$ cat src/rtl/score_keeper.sv
// -----------------------------------------------------------------------------
// score_keeper
//
// Keeps the score of a two-player match. Each player's point line is
// edge-detected. Accepted points bump the score, emit a one-cycle point_event
// and freeze play for HOLD_CYCLES clocks. The match ends when a score reaches
// WIN_SCORE. While the match is over, the winner's display blinks with a
// half-period of BLINK_CYCLES clocks.
//
// Parameters
//   WIN_SCORE    : winning score, 1..15
//   HOLD_CYCLES  : freeze time after each accepted point, in clk cycles (>=1)
//   BLINK_CYCLES : half-period of the winner blink, in clk cycles (>=1)
//
// Ports
//   clk          in   system clock, rising edge
//   resetn       in   asynchronous active-low reset
//   clear        in   level; clears the match and starts play
//   p0_point     in   level; player 0 scored
//   p1_point     in   level; player 1 scored
//   score0       out  [3:0] player 0 score
//   score1       out  [3:0] player 1 score
//   point_event  out  one-cycle pulse per accepted point (registered)
//   restart      out  level; match over (registered)
//   winner       out  [1:0] 01 = p0, 10 = p1, 11 = tie, 00 = none (registered)
//   blink        out  winner blink phase, 0 outside OVER (registered)
//   hex0         out  [6:0] active-low 7-segment code of score0, bit0 = seg a
//   hex2         out  [6:0] active-low 7-segment code of score1, bit0 = seg a
// -----------------------------------------------------------------------------
module score_keeper #(
  parameter int WIN_SCORE    = 7,
  parameter int HOLD_CYCLES  = 25_000_000,
  parameter int BLINK_CYCLES = 12_500_000
) (
  input  logic       clk,
  input  logic       resetn,
  input  logic       clear,
  input  logic       p0_point,
  input  logic       p1_point,
  output logic [3:0] score0,
  output logic [3:0] score1,
  output logic       point_event,
  output logic       restart,
  output logic [1:0] winner,
  output logic       blink,
  output logic [6:0] hex0,
  output logic [6:0] hex2
);

  // Counter widths: wide enough to hold the reload value (N-1), never zero.
  localparam int HOLD_W  = (HOLD_CYCLES  > 1) ? $clog2(HOLD_CYCLES)  : 1;
  localparam int BLINK_W = (BLINK_CYCLES > 1) ? $clog2(BLINK_CYCLES) : 1;

  localparam logic [3:0]         WIN        = 4'(WIN_SCORE);
  localparam logic [HOLD_W-1:0]  HOLD_LOAD  = HOLD_W'(HOLD_CYCLES - 1);
  localparam logic [BLINK_W-1:0] BLINK_LOAD = BLINK_W'(BLINK_CYCLES - 1);

  typedef enum logic [1:0] {
    S_IDLE = 2'd0,
    S_PLAY = 2'd1,
    S_HOLD = 2'd2,
    S_OVER = 2'd3
  } state_e;

  state_e             state_q;
  logic               p0_prev_q;
  logic               p1_prev_q;
  logic [3:0]         score0_q;
  logic [3:0]         score1_q;
  logic               point_event_q;
  logic               restart_q;
  logic [1:0]         winner_q;
  logic               blink_q;
  logic [HOLD_W-1:0]  hold_cnt_q;
  logic [BLINK_W-1:0] blink_cnt_q;

  // Candidate next scores, used only when a point is accepted in PLAY.
  logic       rise0;
  logic       rise1;
  logic       point_hit;
  logic [3:0] score0_d;
  logic [3:0] score1_d;
  logic       win0_d;
  logic       win1_d;

  // NOTE: every signal written in always_comb gets a default first; a path
  // that leaves one unassigned would infer a latch.
  always_comb begin
    rise0     = p0_point & ~p0_prev_q;
    rise1     = p1_point & ~p1_prev_q;
    point_hit = rise0 | rise1;
    score0_d  = score0_q;
    score1_d  = score1_q;
    // Saturate at WIN so the 4-bit counters can never wrap.
    if (rise0 && (score0_q < WIN)) score0_d = score0_q + 4'd1;
    if (rise1 && (score1_q < WIN)) score1_d = score1_q + 4'd1;
    win0_d = (score0_d == WIN);
    win1_d = (score1_d == WIN);
  end

  // NOTE: sequential state uses non-blocking assignments only, so every
  // register samples the values from before this edge regardless of order.
  always_ff @(posedge clk or negedge resetn) begin
    if (!resetn) begin
      state_q       <= S_IDLE;
      p0_prev_q     <= 1'b0;
      p1_prev_q     <= 1'b0;
      score0_q      <= 4'd0;
      score1_q      <= 4'd0;
      point_event_q <= 1'b0;
      restart_q     <= 1'b0;
      winner_q      <= 2'b00;
      blink_q       <= 1'b0;
      hold_cnt_q    <= '0;
      blink_cnt_q   <= '0;
    end else begin
      // Edge registers sample every cycle, in every state, so a level held
      // through HOLD or a clear is never seen as a fresh rise afterwards.
      p0_prev_q     <= p0_point;
      p1_prev_q     <= p1_point;
      point_event_q <= 1'b0;

      if (clear) begin
        // Clear wins over any point arriving on the same edge.
        state_q     <= S_PLAY;
        score0_q    <= 4'd0;
        score1_q    <= 4'd0;
        restart_q   <= 1'b0;
        winner_q    <= 2'b00;
        blink_q     <= 1'b0;
        hold_cnt_q  <= '0;
        blink_cnt_q <= '0;
      end else begin
        unique case (state_q)
          S_IDLE: begin
            // Waiting for clear; points are ignored.
          end

          S_PLAY: begin
            if (point_hit) begin
              score0_q      <= score0_d;
              score1_q      <= score1_d;
              point_event_q <= 1'b1;
              if (win0_d || win1_d) begin
                state_q     <= S_OVER;
                restart_q   <= 1'b1;
                winner_q    <= {win1_d, win0_d};
                blink_q     <= 1'b1;
                blink_cnt_q <= BLINK_LOAD;
              end else begin
                state_q    <= S_HOLD;
                hold_cnt_q <= HOLD_LOAD;
              end
            end
          end

          S_HOLD: begin
            // Loaded with N-1 and left on the zero cycle: N cycles in HOLD.
            if (hold_cnt_q == '0) begin
              state_q <= S_PLAY;
            end else begin
              hold_cnt_q <= hold_cnt_q - 1'b1;
            end
          end

          S_OVER: begin
            // Scores and winner stay frozen until clear or reset.
            if (blink_cnt_q == '0) begin
              blink_q     <= ~blink_q;
              blink_cnt_q <= BLINK_LOAD;
            end else begin
              blink_cnt_q <= blink_cnt_q - 1'b1;
            end
          end

          default: state_q <= S_IDLE;
        endcase
      end
    end
  end

  // Active-low seven-segment code, bit0 = segment a, bit6 = segment g.
  function automatic logic [6:0] hex_seg(input logic [3:0] v);
    logic [6:0] seg;
    unique case (v)
      4'h0: seg = 7'b1000000;
      4'h1: seg = 7'b1111001;
      4'h2: seg = 7'b0100100;
      4'h3: seg = 7'b0110000;
      4'h4: seg = 7'b0011001;
      4'h5: seg = 7'b0010010;
      4'h6: seg = 7'b0000010;
      4'h7: seg = 7'b1111000;
      4'h8: seg = 7'b0000000;
      4'h9: seg = 7'b0010000;
      4'hA: seg = 7'b0001000;
      4'hB: seg = 7'b0000011;
      4'hC: seg = 7'b1000110;
      4'hD: seg = 7'b0100001;
      4'hE: seg = 7'b0000110;
      4'hF: seg = 7'b0001110;
      default: seg = 7'b1111111;
    endcase
    return seg;
  endfunction

  // The winner's digit goes dark during the off phase of the blink; a tie
  // blanks both digits together.
  logic blank_phase;
  assign blank_phase = (state_q == S_OVER) && !blink_q;

  assign hex0 = (blank_phase && winner_q[0]) ? 7'b1111111 : hex_seg(score0_q);
  assign hex2 = (blank_phase && winner_q[1]) ? 7'b1111111 : hex_seg(score1_q);

  assign score0      = score0_q;
  assign score1      = score1_q;
  assign point_event = point_event_q;
  assign restart     = restart_q;
  assign winner      = winner_q;
  assign blink       = blink_q;

endmodule
$ cat config.mk
export PLATFORM = sky130hd
export DESIGN_NAME = score_keeper
export DESIGN_NICKNAME = d
export VERILOG_FILES = /design/src/rtl/score_keeper.sv
export SDC_FILE = /design/constraint.sdc
export NUM_CORES = 1
export LEC_CHECK = 0
export BUFFER_PORTS_ARGS = -buffer_cell sky130_fd_sc_hd__clkbuf_2
export CELL_PAD_IN_SITES_DETAIL_PLACEMENT = 1
export CELL_PAD_IN_SITES_GLOBAL_PLACEMENT = 1
export CORE_MARGIN = 2
export CORE_UTILIZATION = 52
export CTS_BUF_LIST = sky130_fd_sc_hd__clkbuf_4
export CTS_CLUSTER_DIAMETER = 200
export CTS_CLUSTER_SIZE = 24
export DETAILED_ROUTE_END_ITERATION = 16
export HOLD_SLACK_MARGIN = 0.15
export PLACE_DENSITY_LB_ADDON = 0.15
export SKIP_CTS_REPAIR_TIMING = 1
export SLEW_MARGIN = 20
export SYNTH_ARGS = -nofsm -noshare
export SYNTH_HDL_FRONTEND = slang
export SYNTH_SLANG_ARGS = --single-unit
$ cat constraint.sdc
create_clock -name clk -period 7.8 [get_ports clk]
set_clock_uncertainty 0.15 [all_clocks]
set_input_delay 0.78 -clock clk [delete_from_list [all_inputs] [get_ports clk]]
set_output_delay 0.78 -clock clk [all_outputs]
set_load 0.01 [all_outputs]
==> qor.txt <==
CTS buffer count -> 9
Final Util -> 0.5788
Nets -> 508
GP Congestion -> 0.7699
Max Clk Rate -> 290.7 MHz
Status -> complete, no violations
Ratio of cells with drive above 1 in the final layout -> 0.1341
Vias in the first global route -> 3,717
Area Growth Syn to Fin -> 8.151%
DRT antenna net count -> 0
Syn_nets -> 484
Max rail drop VDD -> 0.09327 mV
Grt ovf -> 0
Sequential area share after synthesis -> 0.4015
Synth Area per Inst -> 8.885 sq um
Async S/R FF share, synth -> 1.000
Drt drc -> 0
Worst-Margin Slew -> 1.026 ns
Fillers -> 943
Die Wd -> 92.95 um
Final setup vio count -> 0
Clk root buf -> clkbuf_4
Yosys cell types -> 56
Sink Count -> 66
Routed vias -> 3,732
Commonest non-fill, non-tap cell in the layout -> dfrtp_1
Pre-antenna DRT Iters -> 4
Pin count of the biggest net entering global routing -> 67
Die area -> 8639 sq um
Hold crit path type -> in -> reg
First-pass GRT wire length -> 17,790 um
Wire per inst -> 17.53 um
TritonCTS clock tree -> done
Internal -> 513.0 uW
Die H -> 92.95 um
DP HPWL -> 7023 um
Crit path kind -> reg -> reg
P per Cell Area -> 184.2 nW/um^2
Crit. End Element -> register
Area leader, netlist -> dfrtp_1
Ys flop type -> dfrtp_1
Combinational power share -> 0.275
YS warnings -> 0
Final cell count without fillers -> 594
Starting density of the core -> 0.5352
Antenna violations before repair -> 0
Sw Ratio -> 0.3741
R2R Setup Slk -> 4.36 ns
CTS H-tree depth -> 3
Post-synth EDFFs -> 0
Startpoint types -> register
Slew Viols, Final -> 0
Worst-path clk slew -> 0.12 ns
Drt total wl -> 10,410 um
Rel. slew slack -> 0.3108
Leakage -> 0.001825 uW
Psw -> 306.5 uW
Max FO, Critical Path -> 13
Setup ws final -> 4.359 ns
Starting DRT DRC Count -> 118
Largest cells by area after synthesis -> dfrtp_1, ha_1, nor3_1
Seq pwr share -> 0.493
Antenna diode count -> 0
Yosys reg bits -> 66
RSZ-0062 raised after global routing -> false
Post-layout min period -> 3.441 ns
Total Power -> 819.5 uW
Max cap viols -> 0
Ports -> 32
WP data required -> 7.93 ns
Cells after Synth -> 463
Final worst path period share -> 0.4411
Number of instances in the placed design -> 578
Clock Power Share -> 0.232
Synthesized cell area -> 4114 sq um
Critical Path AT -> 3.57 ns
Synth top area share -> 0.4015
Max Root-Sink Buffers -> 2
Buffers on Ports -> 31
Final Hold Fails -> 0
GRT Resource Usage Total -> 0.2539
Via density -> 6.283
Clk_lat worst skew -> 0.42 ns
Most frequent cells in the layout -> dfrtp_1, nor2_1, nor3_1, nand2_1, clkbuf_2
Core area -> 7687 sq um
# rows -> 32
Setup TNS -> 0 ns
Pre-CTS setup slack -> 4.023 ns
## cell type report
class	instances	area (sq um)	area share
clock buffers	9	67.56	0.01519
repair buffers	36	192.7	0.04331
flip-flops and latches	66	1652	0.3712
multi-input cells	357	2310	0.5191
clock inverters	7	36.28	0.008155
inverters	17	63.81	0.01434
well taps	102	127.6	0.02868
## power by group through the flow
stage	Sequential, uW	Clock (uW)	Combinational, uW
floorplan	401	0	167
global placement	407	0	214
detailed placement	409	0	225
CTS	403	193	226
global route	409	210	253
finish	404	190	225
## critical path: stages (launching register included)
cell and delay, ns:
dfrtp_1 0.51, ha_1 0.33, and2_1 0.23, or3b_1 0.42, a2111oi_2 0.68, o21ai_2 0.35
o211ai_1 0.54, a21oi_1 0.08
## state kept, by name (all words and copies together), names as in the netlist
register,flops
blink,1
blink_cnt_q,24
hold_cnt_q,25
p0_prev_q,1
p1_prev_q,1
point_event,1
restart,1
score0,4
score1,4
state_q,2
winner,2
## cells by family after synthesis
kind of cell,after synthesis,synth area share
AO/OA/AOI/OAI,127,0.2169
multiplexers,6,0.01764
adder cells (fa/ha/maj),16,0.04866
XOR/XNOR,13,0.02768
AND/OR/NAND/NOR,195,0.2485
buffers and inverters,40,0.03923
flip-flops,66,0.4015
## Yosys cell counts, drive strengths merged (8+ instances only)
master	count
nor4	14
nand2b	8
nor2	44
xnor2	11
nand2	31
a31oi	11
a211oi	14
o21a	13
or3	18
nor3	36
o211ai	12
a21oi	26
clkbuf	17
dfrtp	66
o21ai	17
nand3	14
ha	16
inv	17
## metal layers
layer	GRT usage	part of all wire	vias to the layer above
met3	0.02766	0.028	10
met4	0.06985	0.011	0
li1	-	-	1770
met5	0	0	-
met1	0.3453	0.48	1899
met2	0.4318	0.48	53
## path summary, 6_finish.rpt
kind                                            start                           to  cells after the start
hold / removal                               p1_point          p1_prev_q$_DFF_PN0_                      1
hold reg to reg            hold_cnt_q[20]$_DFFE_PN0P_   hold_cnt_q[20]$_DFFE_PN0P_                      1
min in group asynchronous                      resetn   hold_cnt_q[19]$_DFFE_PN0P_                      2
setup reg to reg                score0[0]$_DFFE_PN0P_   blink_cnt_q[8]$_DFFE_PN0P_                      7
max in group asynchronous                      resetn  blink_cnt_q[19]$_DFFE_PN0P_                      2
setup / recovery                score0[0]$_DFFE_PN0P_   blink_cnt_q[8]$_DFFE_PN0P_                      7
## per-stage QoR
step	area [sq um]	hold WS (ns)
floorplan	4114	0.2944
global placement	4342	0.3117
detailed placement	4342	0.3334
CTS	4446	0.3369
global route	4449	0.3188
finish	4449	0.3407
(Power assumes the default switching activity.)
